$ cat src/rtl/sprite_motion_pkg.sv
// Shared types and constants for the 2-D sprite motion controller.
// Latency: n/a (declarations only).
// Backpressure: n/a.
package sprite_motion_pkg;

    typedef enum logic [1:0] {
        CLAMP  = 2'd0,
        WRAP   = 2'd1,
        BOUNCE = 2'd2
    } edge_mode_t;

    typedef enum logic [1:0] {
        IDLE   = 2'd0,
        MOVING = 2'd1,
        RECOIL = 2'd2,
        PAUSED = 2'd3
    } motion_state_t;

    // Default number of fixed-point fraction bits (1/64 pixel).
    localparam int FP_SHIFT_DEF = 6;

    // Bit positions inside HitEdgeCode.
    localparam int HIT_LEFT   = 0;
    localparam int HIT_TOP    = 1;
    localparam int HIT_RIGHT  = 2;
    localparam int HIT_BOTTOM = 3;

endpackage

$ cat src/rtl/axis_integrator.sv
// One motion axis: velocity ramp/friction, position integrate and edge policy.
// Latency: position and velocity registered on the enabled edge, visible next cycle.
// Backpressure: none; updates only on cycles where enable is high, holds otherwise.
module axis_integrator
    import sprite_motion_pkg::*;
#(
    parameter int         INIT_POS  = 280,
    parameter int         FP_SHIFT  = FP_SHIFT_DEF,
    parameter int         MAX_SPEED = 640,
    parameter int         ACCEL     = 16,
    parameter int         FRICTION  = 16,
    parameter edge_mode_t EDGE_MODE = CLAMP
) (
    input  logic               clk,
    input  logic               reset,
    input  logic               enable,
    input  logic               key_pos,
    input  logic               key_neg,
    input  logic               negate,
    input  logic signed [31:0] min,
    input  logic signed [31:0] max,
    output logic signed [31:0] pos,
    output logic signed [31:0] vel,
    output logic signed [31:0] vel_next
);

    localparam int INIT_FP = INIT_POS * (2 ** FP_SHIFT);

    logic signed [31:0] v_ramp;
    logic signed [31:0] p_sum;
    logic signed [31:0] p_new;
    logic signed [31:0] v_new;

    // Next velocity (negate / ramp / friction), then next position with the edge policy.
    always_comb begin
        v_ramp = vel;
        if (negate) begin
            v_ramp = -vel;
        end else if (key_pos && !key_neg) begin
            v_ramp = (vel > MAX_SPEED - ACCEL) ? MAX_SPEED : vel + ACCEL;
        end else if (key_neg && !key_pos) begin
            v_ramp = (vel < ACCEL - MAX_SPEED) ? -MAX_SPEED : vel - ACCEL;
        end else if (vel > FRICTION) begin
            v_ramp = vel - FRICTION;
        end else if (vel < -FRICTION) begin
            v_ramp = vel + FRICTION;
        end else begin
            v_ramp = '0;
        end

        p_sum = pos + v_ramp;
        p_new = p_sum;
        v_new = v_ramp;
        // Landing exactly on a bound is legal; only strictly outside triggers the policy.
        if (p_sum > max) begin
            case (EDGE_MODE)
                WRAP:    p_new = min;
                BOUNCE:  begin p_new = max; v_new = -v_ramp; end
                default: begin p_new = max; v_new = '0;      end
            endcase
        end else if (p_sum < min) begin
            case (EDGE_MODE)
                WRAP:    p_new = max;
                BOUNCE:  begin p_new = min; v_new = -v_ramp; end
                default: begin p_new = min; v_new = '0;      end
            endcase
        end
    end

    assign vel_next = v_new;

    // Commit the frame update; otherwise hold.
    always_ff @(posedge clk or posedge reset) begin
        if (reset) begin
            pos <= INIT_FP;
            vel <= '0;
        end else if (enable) begin
            pos <= p_new;
            vel <= v_new;
        end
    end

endmodule

$ cat src/rtl/sprite_motion_2d.sv
// Frame-rate 2-D sprite mover: per-axis integrators plus motion FSM, collision latch, recoil.
// Latency: all state updates on the startOfFrame edge, outputs visible the next cycle.
// Backpressure: none; pause freezes everything, a collision stays latched until applied.
module sprite_motion_2d
    import sprite_motion_pkg::*;
#(
    parameter int         INITIAL_X     = 280,
    parameter int         INITIAL_Y     = 185,
    parameter int         FP_SHIFT      = FP_SHIFT_DEF,
    parameter int         MAX_SPEED     = 640,
    parameter int         ACCEL         = 16,
    parameter int         FRICTION      = 16,
    parameter int         X_MIN         = 10,
    parameter int         X_MAX         = 560,
    parameter int         Y_MIN         = 0,
    parameter int         Y_MAX         = 440,
    parameter edge_mode_t EDGE_MODE     = CLAMP,
    parameter int         RECOIL_FRAMES = 4
) (
    input  logic               clk,
    input  logic               reset,
    input  logic               startOfFrame,
    input  logic               moveLeft,
    input  logic               moveRight,
    input  logic               moveUp,
    input  logic               moveDown,
    input  logic               pause,
    input  logic               collision,
    input  logic [3:0]         HitEdgeCode,
    output logic signed [10:0] topLeftX,
    output logic signed [10:0] topLeftY,
    output logic signed [15:0] speedX,
    output logic signed [15:0] speedY,
    output logic               moving,
    output logic [1:0]         state
);

    localparam int          SCALE      = 2 ** FP_SHIFT;
    localparam logic [7:0]  RECOIL_CNT = 8'(RECOIL_FRAMES);

    motion_state_t      state_q, state_d;
    motion_state_t      prev_q, prev_d;
    motion_state_t      base_state;
    logic [7:0]         cnt_q, cnt_d;
    logic               coll_q, negx_q, negy_q;
    logic               coll_now, negx_now, negy_now;
    logic               hit_x, hit_y;
    logic               frame_en, keys_blocked, any_key, any_vel;
    logic signed [31:0] pos_x, pos_y, vel_x, vel_y, vnx, vny;

    assign frame_en = startOfFrame & ~pause;

    // A code of zero means "side unknown": treat it as a hit on both axes.
    assign hit_x = HitEdgeCode[HIT_LEFT] | HitEdgeCode[HIT_RIGHT] | (HitEdgeCode == 4'd0);
    assign hit_y = HitEdgeCode[HIT_TOP] | HitEdgeCode[HIT_BOTTOM] | (HitEdgeCode == 4'd0);

    // Include a collision arriving on the frame cycle itself.
    assign coll_now = coll_q | collision;
    assign negx_now = negx_q | (collision & hit_x);
    assign negy_now = negy_q | (collision & hit_y);

    // While paused, the FSM logically continues from the state saved at pause entry.
    assign base_state   = (state_q == PAUSED) ? prev_q : state_q;
    assign keys_blocked = coll_now | (base_state == RECOIL);
    assign any_key      = (moveLeft ^ moveRight) | (moveUp ^ moveDown);
    assign any_vel      = (vnx != 32'sd0) | (vny != 32'sd0);

    axis_integrator #(
        .INIT_POS (INITIAL_X), .FP_SHIFT(FP_SHIFT), .MAX_SPEED(MAX_SPEED),
        .ACCEL    (ACCEL),     .FRICTION(FRICTION), .EDGE_MODE(EDGE_MODE)
    ) u_axis_x (
        .clk     (clk),
        .reset   (reset),
        .enable  (frame_en),
        .key_pos (moveRight & ~keys_blocked),
        .key_neg (moveLeft & ~keys_blocked),
        .negate  (negx_now),
        .min     (32'(X_MIN * SCALE)),
        .max     (32'(X_MAX * SCALE)),
        .pos     (pos_x),
        .vel     (vel_x),
        .vel_next(vnx)
    );

    axis_integrator #(
        .INIT_POS (INITIAL_Y), .FP_SHIFT(FP_SHIFT), .MAX_SPEED(MAX_SPEED),
        .ACCEL    (ACCEL),     .FRICTION(FRICTION), .EDGE_MODE(EDGE_MODE)
    ) u_axis_y (
        .clk     (clk),
        .reset   (reset),
        .enable  (frame_en),
        .key_pos (moveDown & ~keys_blocked),
        .key_neg (moveUp & ~keys_blocked),
        .negate  (negy_now),
        .min     (32'(Y_MIN * SCALE)),
        .max     (32'(Y_MAX * SCALE)),
        .pos     (pos_y),
        .vel     (vel_y),
        .vel_next(vny)
    );

    // Collision latch: set on any cycle, consumed by the next unpaused frame.
    always_ff @(posedge clk or posedge reset) begin
        if (reset) begin
            coll_q <= 1'b0;
            negx_q <= 1'b0;
            negy_q <= 1'b0;
        end else if (frame_en) begin
            coll_q <= 1'b0;
            negx_q <= 1'b0;
            negy_q <= 1'b0;
        end else if (collision) begin
            coll_q <= 1'b1;
            negx_q <= negx_now;
            negy_q <= negy_now;
        end
    end

    // FSM state, saved pre-pause state and recoil counter.
    always_ff @(posedge clk or posedge reset) begin
        if (reset) begin
            state_q <= IDLE;
            prev_q  <= IDLE;
            cnt_q   <= '0;
        end else begin
            state_q <= state_d;
            prev_q  <= prev_d;
            cnt_q   <= cnt_d;
        end
    end

    // Next-state: pause wins, then collision, then recoil countdown, then idle/moving.
    always_comb begin
        state_d = state_q;
        prev_d  = prev_q;
        cnt_d   = cnt_q;
        if (pause) begin
            if (state_q != PAUSED) begin
                prev_d  = state_q;
                state_d = PAUSED;
            end
        end else begin
            state_d = base_state;
            if (startOfFrame) begin
                if (coll_now) begin
                    state_d = RECOIL;
                    cnt_d   = RECOIL_CNT;
                end else if (base_state == RECOIL) begin
                    if (cnt_q <= 8'd1) begin
                        cnt_d   = '0;
                        state_d = any_vel ? MOVING : IDLE;
                    end else begin
                        cnt_d = cnt_q - 8'd1;
                    end
                end else begin
                    state_d = (any_key | any_vel) ? MOVING : IDLE;
                end
            end
        end
    end

    assign topLeftX = pos_x[FP_SHIFT +: 11];
    assign topLeftY = pos_y[FP_SHIFT +: 11];
    assign speedX   = vel_x[15:0];
    assign speedY   = vel_y[15:0];
    assign moving   = (state_q == MOVING);
    assign state    = state_q;

    // Fraction bits and high bits intentionally not exported.
    logic unused_bits;
    assign unused_bits = ^{pos_x[31:FP_SHIFT+11], pos_x[FP_SHIFT-1:0],
                           pos_y[31:FP_SHIFT+11], pos_y[FP_SHIFT-1:0],
                           vel_x[31:16], vel_y[31:16]};

endmodule

$ cat config.mk
export PLATFORM = sky130hd
export DESIGN_NAME = sprite_motion_2d
export DESIGN_NICKNAME = d
export VERILOG_FILES = /design/src/rtl/sprite_motion_pkg.sv /design/src/rtl/axis_integrator.sv /design/src/rtl/sprite_motion_2d.sv
export SDC_FILE = /design/constraint.sdc
export NUM_CORES = 1
export LEC_CHECK = 0
export CORE_UTILIZATION = 35
export CTS_CLUSTER_DIAMETER = 40
export DETAILED_ROUTE_END_ITERATION = 7
export GPL_TIMING_DRIVEN = 0
export PLACE_DENSITY = 0.5
export RECOVER_POWER = 25
export SLEW_MARGIN = 40
export SYNTH_ARGS = -nofsm -noshare
export SYNTH_HDL_FRONTEND = slang
export SYNTH_SLANG_ARGS = --single-unit
$ cat constraint.sdc
create_clock -name clk -period 7 [get_ports clk]
set_input_delay 1.05 -clock clk [delete_from_list [all_inputs] [get_ports clk]]
set_output_delay 1.05 -clock clk [all_outputs]
set_load 0.01 [all_outputs]
==> summary.md, run 1 <==
| Metric | Value |
|---|---|
| Status | `complete, but fails checks` |
| Violations in the final reports | `max-capacitance violations, max-slew violations` |
| Worst clock skew | `0.0159 ns` |
| Maximum buffer depth of the clock tree | `2` |
| Compound-gate portion of the synthesized area | `27.9%` |
| Worst setup path end | `u_axis_x.vel[14]` |
| Part of the total power dissipated in sequential elements | `13.9%` |
| Syn Nets | `2226` |
| Initial Util | `35.8%` |
| Arrival time at the worst endpoint | `7.27 ns` |
| Average footprint of a synthesized cell | `7.28 µm²` |
| Reg2reg start | `u_axis_x.vel[1]` |
| Multiplexer area fraction after synthesis | `0.595%` |
| Max-cap check violation count | `1` |
| Unique masters post-synth | `92` |
| Antenna violations before repair | `1` |
| PwrDens | `424 nW/µm²` |
| Residual DRC | `0` |
| Warning count from the yosys run | `0` |
| DRT Wirelength | `66.7 mm` |
| Clock tree from TritonCTS | `built` |
| Number of inserted filler cells in the final layout | `4517` |
| Hold WC Path Type | `register to register` |
| Count of flip-flops with a built-in enable after synthesis | `0` |
| Leading cell types in the layout, fill and taps excluded | `297 x sky130_fd_sc_hd__nand2_1, 163 x sky130_fd_sc_hd__nor2_1, 150 x sky130_fd_sc_hd__o21ai_0` |
| Clk Latency, worst-skew pair | `0.50 ns` |
| Vias after detailed routing | `17500` |
| Most used DFF post-synth | `sky130_fd_sc_hd__dfrtp_1` |
| Worst-case headroom to the max-slew limit | `-162%` |
| Post-route antenna net violation count | `0` |
| Half-perimeter wire length after placement | `49.3 mm` |
| Number of DRC markers in iteration 0 | `1776` |
| Switching power | `4.40 mW` |
| Internal | `3.83 mW` |
| Comb power frac | `74.8%` |
| H-tree level count | `4` |
| Number of clock sinks | `142` |
| Pin count of the biggest net entering global routing | `66` |
| Count of final hold-check violations | `0` |
| Vertical extent of the die | `213 µm` |
| Simple-Gate Fraction of Synth Area | `27.9%` |
| Final critical path time including I/O delays and setup | `6.88 ns` |
| Pins over their slew limit | `64` |
| R2R Path End | `u_axis_x.vel[14]` |
| Fraction of layout instances using a drive strength above 1 | `19.8%` |
| Aggregate global routing overflow | `0` |
| Final worst-path cycle share | `98.3%` |
| Switching share of power | `53.4%` |
| Combinational family with the most area after synthesis | `compound AO/OA/AOI/OAI gates` |
| Total clock buffers created by CTS | `17` |
| Max frequency | `145 MHz` |
| Number of cells after detailed placement | `2794` |
| Router iterations before antenna repair | `8` |
| Die X-Extent | `213 µm` |
| Routed length per placed instance | `23.2 µm` |
| Post-synthesis xor/xnor area fraction | `6.75%` |
| PortBufs | `69` |
| Overall Global Routing Usage | `29.3%` |
| Commonest non-fill, non-tap cell in the layout | `sky130_fd_sc_hd__nand2_1` |
| Hold-fix buffer count after cts | `0` |
| Utilization of the core after routing | `44.7%` |
| Total I/O pin count | `70` |
| Total of flip-flops plus latches after synthesis | `142` |
| Required time of the critical path | `7.39 ns` |
| Area inside the core boundary | `43500 µm²` |
| Crit-path max cell delay | `0.49 ns` |
| Worst Path Max Fanout | `10` |
| Cell Count, Final, Fillers Out | `2879` |
| IR drop worst, VDD | `0.226 mV` |
| Total Power | `8.23 mW` |
| Wire length of the first global-routing pass | `99.9 mm` |
| Post-detailed-route via-to-cell ratio | `6.08` |
| Adder-cell area share of the yosys netlist | `6.21%` |
| Cells after synthesis | `2137` |
| Mapped cell area | `15600 µm²` |
| Synth-to-layout area growth | `24.9%` |
| Share of async-settable or async-resettable flops after synthesis | `100%` |
| Final weighted congestion in routability-driven placement | `0.925` |
| Root Buffer Master | `sky130_fd_sc_hd__clkbuf_16` |
| Critical path start-end classification | `register to register` |
| Critical-path top delay cell | `sky130_fd_sc_hd__dfrtp_2` |
| Register-to-register path setup slack | `0.12 ns` |
| Cells on worst reg2reg path | `27` |
| Clk slew on worst S/H paths | `0.07 ns` |
| Final count of negative-setup-slack endpoints | `0` |
| Critical Path End Type | `register` |
| Area of the die | `45300 µm²` |
| Number of global-route vias before repair | `16200` |
| Net count of the finished layout | `2370` |
| Pin slew with the least headroom to its limit | `3.93 ns` |
| CP dominant cell by count | `sky130_fd_sc_hd__buf_4` |
| Number of cell rows | `76` |
| Setup crit start kind | `register` |
| Leak Pwr | `8.13 nW` |
| Fraction of power consumed by the clock network | `11.2%` |
| Startpoint of the worst setup timing path | `u_axis_x.vel[1]` |
| Share of synthesized area occupied by flip-flops and latches | `22.9%` |
how the worst min path moves through the flow:
stage / startpoint / to / slack, ns / cells past startpoint
floorplan: u_axis_x.pos[29] / u_axis_x.pos[29] / 0.45 / 2
global placement: cnt_q[1] / cnt_q[1] / 0.47 / 2
detailed placement: cnt_q[1] / cnt_q[1] / 0.47 / 2
CTS: cnt_q[1] / cnt_q[1] / 0.48 / 2
global route: cnt_q[1] / cnt_q[1] / 0.50 / 2
finish: cnt_q[1] / cnt_q[1] / 0.48 / 2
Yosys cell counts (10+ instances only):
cell / count / area (µm²)
sky130_fd_sc_hd__o41ai_1: 15 / 131
sky130_fd_sc_hd__or3_1: 17 / 106
sky130_fd_sc_hd__a21o_1: 25 / 188
sky130_fd_sc_hd__nand4_1: 40 / 250
sky130_fd_sc_hd__o22ai_1: 30 / 188
sky130_fd_sc_hd__o21ai_0: 173 / 866
sky130_fd_sc_hd__a21oi_1: 124 / 621
sky130_fd_sc_hd__buf_2: 18 / 90.1
sky130_fd_sc_hd__nand2b_1: 21 / 131
sky130_fd_sc_hd__xor2_1: 62 / 543
sky130_fd_sc_hd__or2_2: 20 / 125
sky130_fd_sc_hd__nor2b_1: 16 / 100
sky130_fd_sc_hd__dfrtp_1: 134 / 3350
sky130_fd_sc_hd__nand2_1: 302 / 1130
sky130_fd_sc_hd__and3_1: 25 / 156
sky130_fd_sc_hd__and4_1: 10 / 87.6
sky130_fd_sc_hd__a211oi_1: 22 / 165
sky130_fd_sc_hd__nor3_1: 63 / 315
sky130_fd_sc_hd__nor2_1: 174 / 653
sky130_fd_sc_hd__a31oi_1: 25 / 156
sky130_fd_sc_hd__xnor2_1: 58 / 508
sky130_fd_sc_hd__or4_1: 21 / 158
sky130_fd_sc_hd__nand3_1: 54 / 270
sky130_fd_sc_hd__o31ai_1: 33 / 248
sky130_fd_sc_hd__and2_1: 29 / 181
sky130_fd_sc_hd__buf_4: 56 / 420
sky130_fd_sc_hd__clkbuf_1: 125 / 469
sky130_fd_sc_hd__inv_1: 52 / 195
sky130_fd_sc_hd__ha_1: 74 / 926
sky130_fd_sc_hd__o211ai_1: 31 / 233
sky130_fd_sc_hd__nor4_1: 39 / 244
sky130_fd_sc_hd__o21a_1: 29 / 218
sky130_fd_sc_hd__a2111oi_0: 15 / 131
power by group through the flow:
stage / combinational (mW) / sequential, mW / clock, mW
finish: 6.16 / 1.15 / 0.926
global route: 6.60 / 1.16 / 0.967
CTS: 5.57 / 1.13 / 0.946
detailed placement: 4.97 / 1.13 / 0
global placement: 4.93 / 1.12 / 0
floorplan: 3.51 / 1.07 / 0
critical path, delay by kind of cell (launching register included):
kind,cells,cell delay [ns]
and+or+nand+nor,5,1.44
buffers and inverters,7,1.17
DFF,1,0.49
adders and majority gates,3,0.91
AOI/OAI and AO/OA,12,2.73
cells by family after synthesis:
| group | count (synthesis) |
|---|---|
| fa+ha+maj | 76 |
| xor+xnor | 120 |
| flops | 142 |
| compound gates | 655 |
| buf+inv | 259 |
| mux | 9 |
| simple gates | 876 |
sequential cells by signal, summed over array words and instances (netlist names):
register and flops:
u_axis_x.pos 32, coll_q 1, u_axis_x.vel 32, negy_q 1
cnt_q 8, u_axis_y.pos 31, state 2, prev_q 2
negx_q 1, u_axis_y.vel 32
per-layer routing:
metal	up-vias	global-route usage, %	routed length (µm)
li1	8114	-	-
met1	8639	44.3	32400
met2	679	42.7	28300
met3	79	3.90	4720
met4	0	8.58	1290
met5	-	0	0
timing repair:
| item | CTS | global route |
|---|---|---|
| buffers inserted | 43 | 36 |
| cloned | 1 | 0 |
| resized for setup | 192 | 155 |
| setup endpoints to repair | 112 | 102 |
| endpoints found under the hold margin | 0 | 0 |
| pin swaps | 34 | 51 |
layout make-up:
| cell class | count | area (µm²) | share of cell area [%] |
|---|---|---|---|
| antenna | 1 | 2.50 | 0.0129 |
| buffer | 180 | 1110 | 5.73 |
| clock buffer | 18 | 429 | 2.21 |
| clock inverter | 13 | 118 | 0.605 |
| inverter | 52 | 196 | 1.01 |
| multi-input combinational | 1736 | 11900 | 61.4 |
| sequential | 142 | 3570 | 18.4 |
| tap | 585 | 732 | 3.76 |
| timing repair buffer | 152 | 1340 | 6.89 |
stage by stage:
step	hold WS (ns)	setup slack [ns]	cell area (µm²)	setup TNS, ns
3_3_place_gp	0.465	-2.55	17000	-293.31
6_report	0.478	0.120	19400	0
2_1_floorplan	0.445	0.000442	15600	0
4_1_cts	0.482	0.00173	18700	0
5_1_grt	0.497	-0.0717	19400	-0.842
3_5_place_dp	0.468	-2.50	17100	-200.54
No activity file was read; power rests on OpenSTA's default activity.
==> run 2: changes to the inputs <==
PLACE_DENSITY = 0.48   (was 0.5)
clock period = 6.35 ns   (was 7 ns; I/O delays follow)
==> summary.md, run 2 (same netlist as run 1, synthesis figures left out) <==
| Metric | Value |
|---|---|
| Clk Latency, worst-skew pair | `0.51 ns` |
| Clk slew on worst S/H paths | `0.07 ns` |
| Residual DRC | `0` |
| IR drop worst, VDD | `0.308 mV` |
| Violations in the final reports | `max-capacitance violations, max-slew violations, negative setup slack` |
| Final worst-path cycle share | `104%` |
| Leading cell types in the layout, fill and taps excluded | `296 x sky130_fd_sc_hd__nand2_1, 197 x sky130_fd_sc_hd__buf_4, 157 x sky130_fd_sc_hd__nor2_1` |
| Setup TNS after final layout | `-9.42 ns` |
| Die X-Extent | `213 µm` |
| Antenna violations before repair | `0` |
| Status | `complete, but fails checks` |
| Aggregate global routing overflow | `0` |
| CP dominant cell by count | `sky130_fd_sc_hd__buf_6` |
| Half-perimeter wire length after placement | `49.6 mm` |
| Final weighted congestion in routability-driven placement | `0.975` |
| Utilization of the core after routing | `48.7%` |
| Count of final hold-check violations | `0` |
| Overall Global Routing Usage | `30.9%` |
| Fraction of power consumed by the clock network | `9.5%` |
| Final critical path time including I/O delays and setup | `6.62 ns` |
| Net count of the finished layout | `2437` |
| Post-detailed-route via-to-cell ratio | `6.10` |
| Total I/O pin count | `70` |
| Hold WC Path Type | `register to register` |
| Pins over their slew limit | `76` |
| PwrDens | `499 nW/µm²` |
| Worst Path Max Fanout | `8` |
| Synth-to-layout area growth | `36.0%` |
| Commonest non-fill, non-tap cell in the layout | `sky130_fd_sc_hd__nand2_1` |
| Crit-path max cell delay | `0.57 ns` |
| Hold-fix buffer count after cts | `0` |
| PortBufs | `69` |
| Final count of negative-setup-slack endpoints | `57` |
| Post-placement cell area | `17300 µm²` |
| H-tree level count | `4` |
| Critical path start-end classification | `input pin to register` |
| Post-route cell area | `21200 µm²` |
| Critical Path End Type | `register` |
| Required time of the critical path | `6.77 ns` |
| Number of cell rows | `76` |
| Post-route antenna net violation count | `0` |
| Total Power | `10.6 mW` |
| Leak Pwr | `8.81 nW` |
| Multi-input gate area in the final layout | `12900 µm²` |
| Area inside the core boundary | `43500 µm²` |
| Area of the die | `45300 µm²` |
| Minimum setup slack in the final design | `-0.268 ns` |
| Comb power frac | `78.3%` |
| Critical-path top delay cell | `sky130_fd_sc_hd__a211oi_2` |
| Clock tree from TritonCTS | `built` |
| Switching share of power | `52.0%` |
| Setup crit start kind | `input pin` |
| Maximum buffer depth of the clock tree | `2` |
| Router iterations before antenna repair | `5` |
| Leading registers by flop count | `u_axis_x.pos: 32 flops, u_axis_x.vel: 32 flops, u_axis_y.vel: 32 flops` |
| Max frequency | `151 MHz` |
| Fraction of layout instances using a drive strength above 1 | `28.5%` |
| Number of clock sinks | `142` |
| Number of DRC markers in iteration 0 | `1592` |
| Root Buffer Master | `sky130_fd_sc_hd__clkbuf_16` |
| Pin slew with the least headroom to its limit | `2.63 ns` |
| Max-cap check violation count | `2` |
| Switching power | `5.50 mW` |
| Pin count of the biggest net entering global routing | `70` |
| Part of the total power dissipated in sequential elements | `12.1%` |
| Routed length per placed instance | `23.8 µm` |
| Initial Util | `35.8%` |
| Worst-case headroom to the max-slew limit | `-75.4%` |
| Wire length of the first global-routing pass | `105 mm` |
| Storage cell area | `3580 µm²` |
| Vertical extent of the die | `213 µm` |
| Number of global-route vias before repair | `16900` |
| Arrival time at the worst endpoint | `7.04 ns` |
| Internal | `5.07 mW` |
| Total clock buffers created by CTS | `17` |
| DRT Wirelength | `70.0 mm` |
| Number of inserted filler cells in the final layout | `4364` |
| Count of antenna diodes in the layout | `0` |
| Worst clock skew | `0.0180 ns` |
| Unrepaired setup endpoints after global routing | `yes` |
| Vias after detailed routing | `18000` |
[run 2: path summary, 6_finish.rpt]
| path | depth (start not counted) | end | slack, ns | start |
|---|---|---|---|---|
| min in group asynchronous | 2 | u_axis_y.pos[18] | 1.28 | reset |
| min | 2 | u_axis_x.pos[29] | 0.49 | u_axis_x.pos[29] |
| max | 27 | u_axis_x.vel[16] | -0.27 | collision |
| max reg2reg | 29 | u_axis_x.vel[16] | -0.25 | u_axis_x.vel[11] |
| min reg2reg | 2 | u_axis_x.pos[29] | 0.49 | u_axis_x.pos[29] |
| max in group asynchronous | 3 | u_axis_y.vel[13] | 1.82 | reset |
[run 2: metal layers]
layer | wire length [µm] | global-route usage [%] | up-vias
met5 | 0 | 0 | -
met4 | 1910 | 11.2 | 0
met3 | 5720 | 5.18 | 119
met2 | 29300 | 44.6 | 761
met1 | 33100 | 45.7 | 8812
li1 | - | - | 8275
[run 2: final cells by class]
cell class,instances,area share [%]
Buffer,173,5.82
Clock buffer,20,2.11
Inverter,52,0.940
Multi-Input combinational cell,1737,60.9
Clock inverter,12,0.432
Sequential cell,142,16.9
Tap cell,585,3.46
Timing Repair Buffer,225,9.45
[run 2: power groups by stage]
stage / Sequential [mW] / Clock [mW] / Combinational [mW]
3_3_place_gp: 1.23 / 0 / 5.51
5_1_grt: 1.30 / 1.06 / 8.79
3_5_place_dp: 1.23 / 0 / 5.58
4_1_cts: 1.26 / 1.04 / 7.51
2_1_floorplan: 1.18 / 0 / 3.93
6_report: 1.28 / 1.01 / 8.28
[run 2: what timing repair did]
item,CTS,global route
pin swaps,76,76
gates cloned,5,2
endpoints found under the setup margin,112,108
resized for setup,406,188
buffers inserted,103,47
[run 2: worst max-delay path, delay by kind of cell]
family | cells | cell delay, ns
buffers and inverters | 7 | 1.00
AO/OA/AOI/OAI | 10 | 2.31
AND/OR/NAND/NOR | 8 | 2.19
adder cells (fa/ha/maj) | 2 | 0.58
[run 2: per-stage QoR]
step	cells	hold WS, ns	setup WS, ns
floorplan	2137	0.445	-0.199
global placement	2791	0.466	-2.90
detailed placement	2794	0.473	-2.75
CTS	2910	0.489	-0.433
global route	2946	0.509	-0.441
finish	2946	0.490	-0.268
==> run 3: changes to the inputs <==
MAX_ROUTING_LAYER = met4   (was default)
SKIP_CTS_REPAIR_TIMING = 1   (was default)
==> summary.md, run 3 (same netlist as run 1, synthesis figures left out) <==
| Metric | Value |
|---|---|
| Antenna violations before repair | `0` |
| Worst-case headroom to the max-slew limit | `-68.4%` |
| Clk slew on worst S/H paths | `0.07 ns` |
| Critical-path top delay cell | `sky130_fd_sc_hd__or4_4` |
| Clock tree from TritonCTS | `built` |
| Top Family by Delay on Critical Path | `compound AO/OA/AOI/OAI gates` |
| Leading cell types in the layout, fill and taps excluded | `294 x sky130_fd_sc_hd__nand2_1, 165 x sky130_fd_sc_hd__buf_4, 160 x sky130_fd_sc_hd__nor2_1` |
| Cell Count, Final, Fillers Out | `2904` |
| Setup crit start kind | `register` |
| Hold endpoint | `u_axis_x.pos[9]` |
| Total clock buffers created by CTS | `17` |
| Final worst-path cycle share | `109%` |
| Root Buffer Master | `sky130_fd_sc_hd__clkbuf_16` |
| Cells on worst reg2reg path | `26` |
| Startpoint of the worst setup timing path | `u_axis_x.vel[11]` |
| Final count of negative-setup-slack endpoints | `62` |
| DRT Wirelength | `67.4 mm` |
| IR drop worst, VDD | `0.429 mV` |
| PwrDens | `466 nW/µm²` |
| Count of final hold-check violations | `0` |
| Commonest non-fill, non-tap cell in the layout | `sky130_fd_sc_hd__nand2_1` |
| Maximum buffer depth of the clock tree | `2` |
| Total I/O pin count | `70` |
| Max frequency | `145 MHz` |
| Worst hold path startpoint | `u_axis_x.pos[9]` |
| CP bufs+invs | `5` |
| Pins over their slew limit | `76` |
| R2R Path End | `u_axis_x.vel[1]` |
| Aggregate global routing overflow | `0` |
| Area inside the core boundary | `43500 µm²` |
| Required time of the critical path | `6.74 ns` |
| Die X-Extent | `213 µm` |
| Reg2reg start | `u_axis_x.vel[11]` |
| Utilization of the core after routing | `46.8%` |
| Count of antenna diodes in the layout | `0` |
| PortBufs | `69` |
| Post-route antenna net violation count | `0` |
| Internal | `4.48 mW` |
| H-tree level count | `4` |
| Net count of the finished layout | `2395` |
| Clk Latency, worst-skew pair | `0.50 ns` |
| Overall Global Routing Usage | `30.0%` |
| Setup slack at placement | `-2.77 ns` |
| Residual DRC | `0` |
| Leading registers by flop count | `u_axis_x.pos: 32 flops, u_axis_x.vel: 32 flops, u_axis_y.vel: 32 flops` |
| Minimum setup slack in the final design | `-0.560 ns` |
| Storage cell area | `3580 µm²` |
| Number of cell rows | `76` |
| Register-to-register path setup slack | `-0.56 ns` |
| Synth-to-layout area growth | `30.6%` |
| Part of the total power dissipated in sequential elements | `13.4%` |
| Multi-input gate area in the final layout | `12500 µm²` |
| Total Power | `9.47 mW` |
| Fraction of power consumed by the clock network | `11.8%` |
| Critical path start-end classification | `register to register` |
| Setup TNS after final layout | `-27.52 ns` |
| Max-cap check violation count | `2` |
| Number of cells after detailed placement | `2794` |
| Vertical extent of the die | `213 µm` |
| Pin count of the biggest net entering global routing | `70` |
| Initial Util | `35.8%` |
| Worst clock skew | `0.0132 ns` |
| Wire length of the first global-routing pass | `99.1 mm` |
| Violations in the final reports | `max-capacitance violations, max-slew violations, negative setup slack` |
| Critical Path End Type | `register` |
| Routed length per placed instance | `23.2 µm` |
| Switching share of power | `52.7%` |
| Crit-path max cell delay | `0.52 ns` |
| Leak Pwr | `8.51 nW` |
| Fraction of layout instances using a drive strength above 1 | `24.3%` |
| Area of the die | `45300 µm²` |
| Unrepaired setup endpoints after global routing | `yes` |
| Count of cells along the worst hold path | `2` |
| Final weighted congestion in routability-driven placement | `0.966` |
| Router iterations before antenna repair | `6` |
| Arrival time at the worst endpoint | `7.30 ns` |
| Vias after detailed routing | `17500` |
| Switching power | `4.99 mW` |
| Number of inserted filler cells in the final layout | `4409` |
| Hold WC Path Type | `register to register` |
| Status | `complete, but fails checks` |
| Half-perimeter wire length after placement | `49.6 mm` |
| Worst Path Max Fanout | `7` |
| Post-detailed-route via-to-cell ratio | `6.04` |
| Number of DRC markers in iteration 0 | `1548` |
| Number of clock sinks | `142` |
| Number of global-route vias before repair | `15700` |
| Comb power frac | `74.8%` |
| Pin slew with the least headroom to its limit | `2.53 ns` |
| Final critical path time including I/O delays and setup | `6.91 ns` |
## run 3: cell types whose count changed in the layout (fill, tap and decap cells not counted), sizes merged
| cell | before | now |
|---|---|---|
| dlymetal6s2s | 0 | 2 |
| clkdlybuf4s50 | 65 | 66 |
| a21oi | 125 | 124 |
| clkbuf | 108 | 102 |
| dlygate4sd2 | 2 | 0 |
| clkinvlp | 6 | 3 |
| bufinv | 0 | 3 |
| buf | 242 | 206 |
## run 3: worst max-delay path by stage
| stage | slack [ns] | end | cells past startpoint |
|---|---|---|---|
| floorplan | -0.20 | u_axis_x.pos[25] | 27 |
| global placement | -2.92 | u_axis_x.vel[12] | 25 |
| detailed placement | -2.77 | u_axis_x.vel[12] | 24 |
| CTS | -2.30 | u_axis_x.vel[12] | 24 |
| global route | -0.71 | u_axis_x.vel[1] | 26 |
| finish | -0.56 | u_axis_x.vel[1] | 26 |
## run 3: through the flow
step | cell area, µm² | hold WS, ns
final | 20300 | 0.482
after global routing | 20300 | 0.503
after CTS | 17900 | 0.483
after detailed placement | 17300 | 0.466
after global placement | 17200 | 0.463
after floorplan | 15700 | 0.445
## run 3: layout make-up
| cell class | instances | share of cell area (%) |
|---|---|---|
| Multi-Input combinational cell | 1736 | 61.3 |
| Sequential cell | 142 | 17.6 |
| Timing Repair Buffer | 178 | 7.76 |
| Buffer | 179 | 5.74 |
| Tap cell | 585 | 3.60 |
| Clock buffer | 20 | 2.20 |
| Inverter | 52 | 0.979 |
| Clock inverter | 12 | 0.800 |
## run 3: metal layers
metal	part of all wire [%]	track usage, %	up-vias
met5	0	-	-
met4	2.0	8.58	0
met3	7.3	4.41	90
met2	43	41.6	672
met1	48	44.3	8610
li1	-	-	8156
## run 3: tightest hold or removal path, stage by stage, from the launching register on
cell	delay (ns)
sky130_fd_sc_hd__dfstp_2	0.38
sky130_fd_sc_hd__nand2_1	0.05
sky130_fd_sc_hd__o21ai_1	0.05
## run 3: power by group through the flow
stage | Combinational (mW) | Clock [mW] | Sequential (mW)
after global routing | 7.61 | 1.18 | 1.29
final | 7.09 | 1.12 | 1.27
after detailed placement | 5.56 | 0 | 1.24
after floorplan | 3.93 | 0 | 1.18
after CTS | 5.60 | 1.14 | 1.22
after global placement | 5.51 | 0 | 1.24
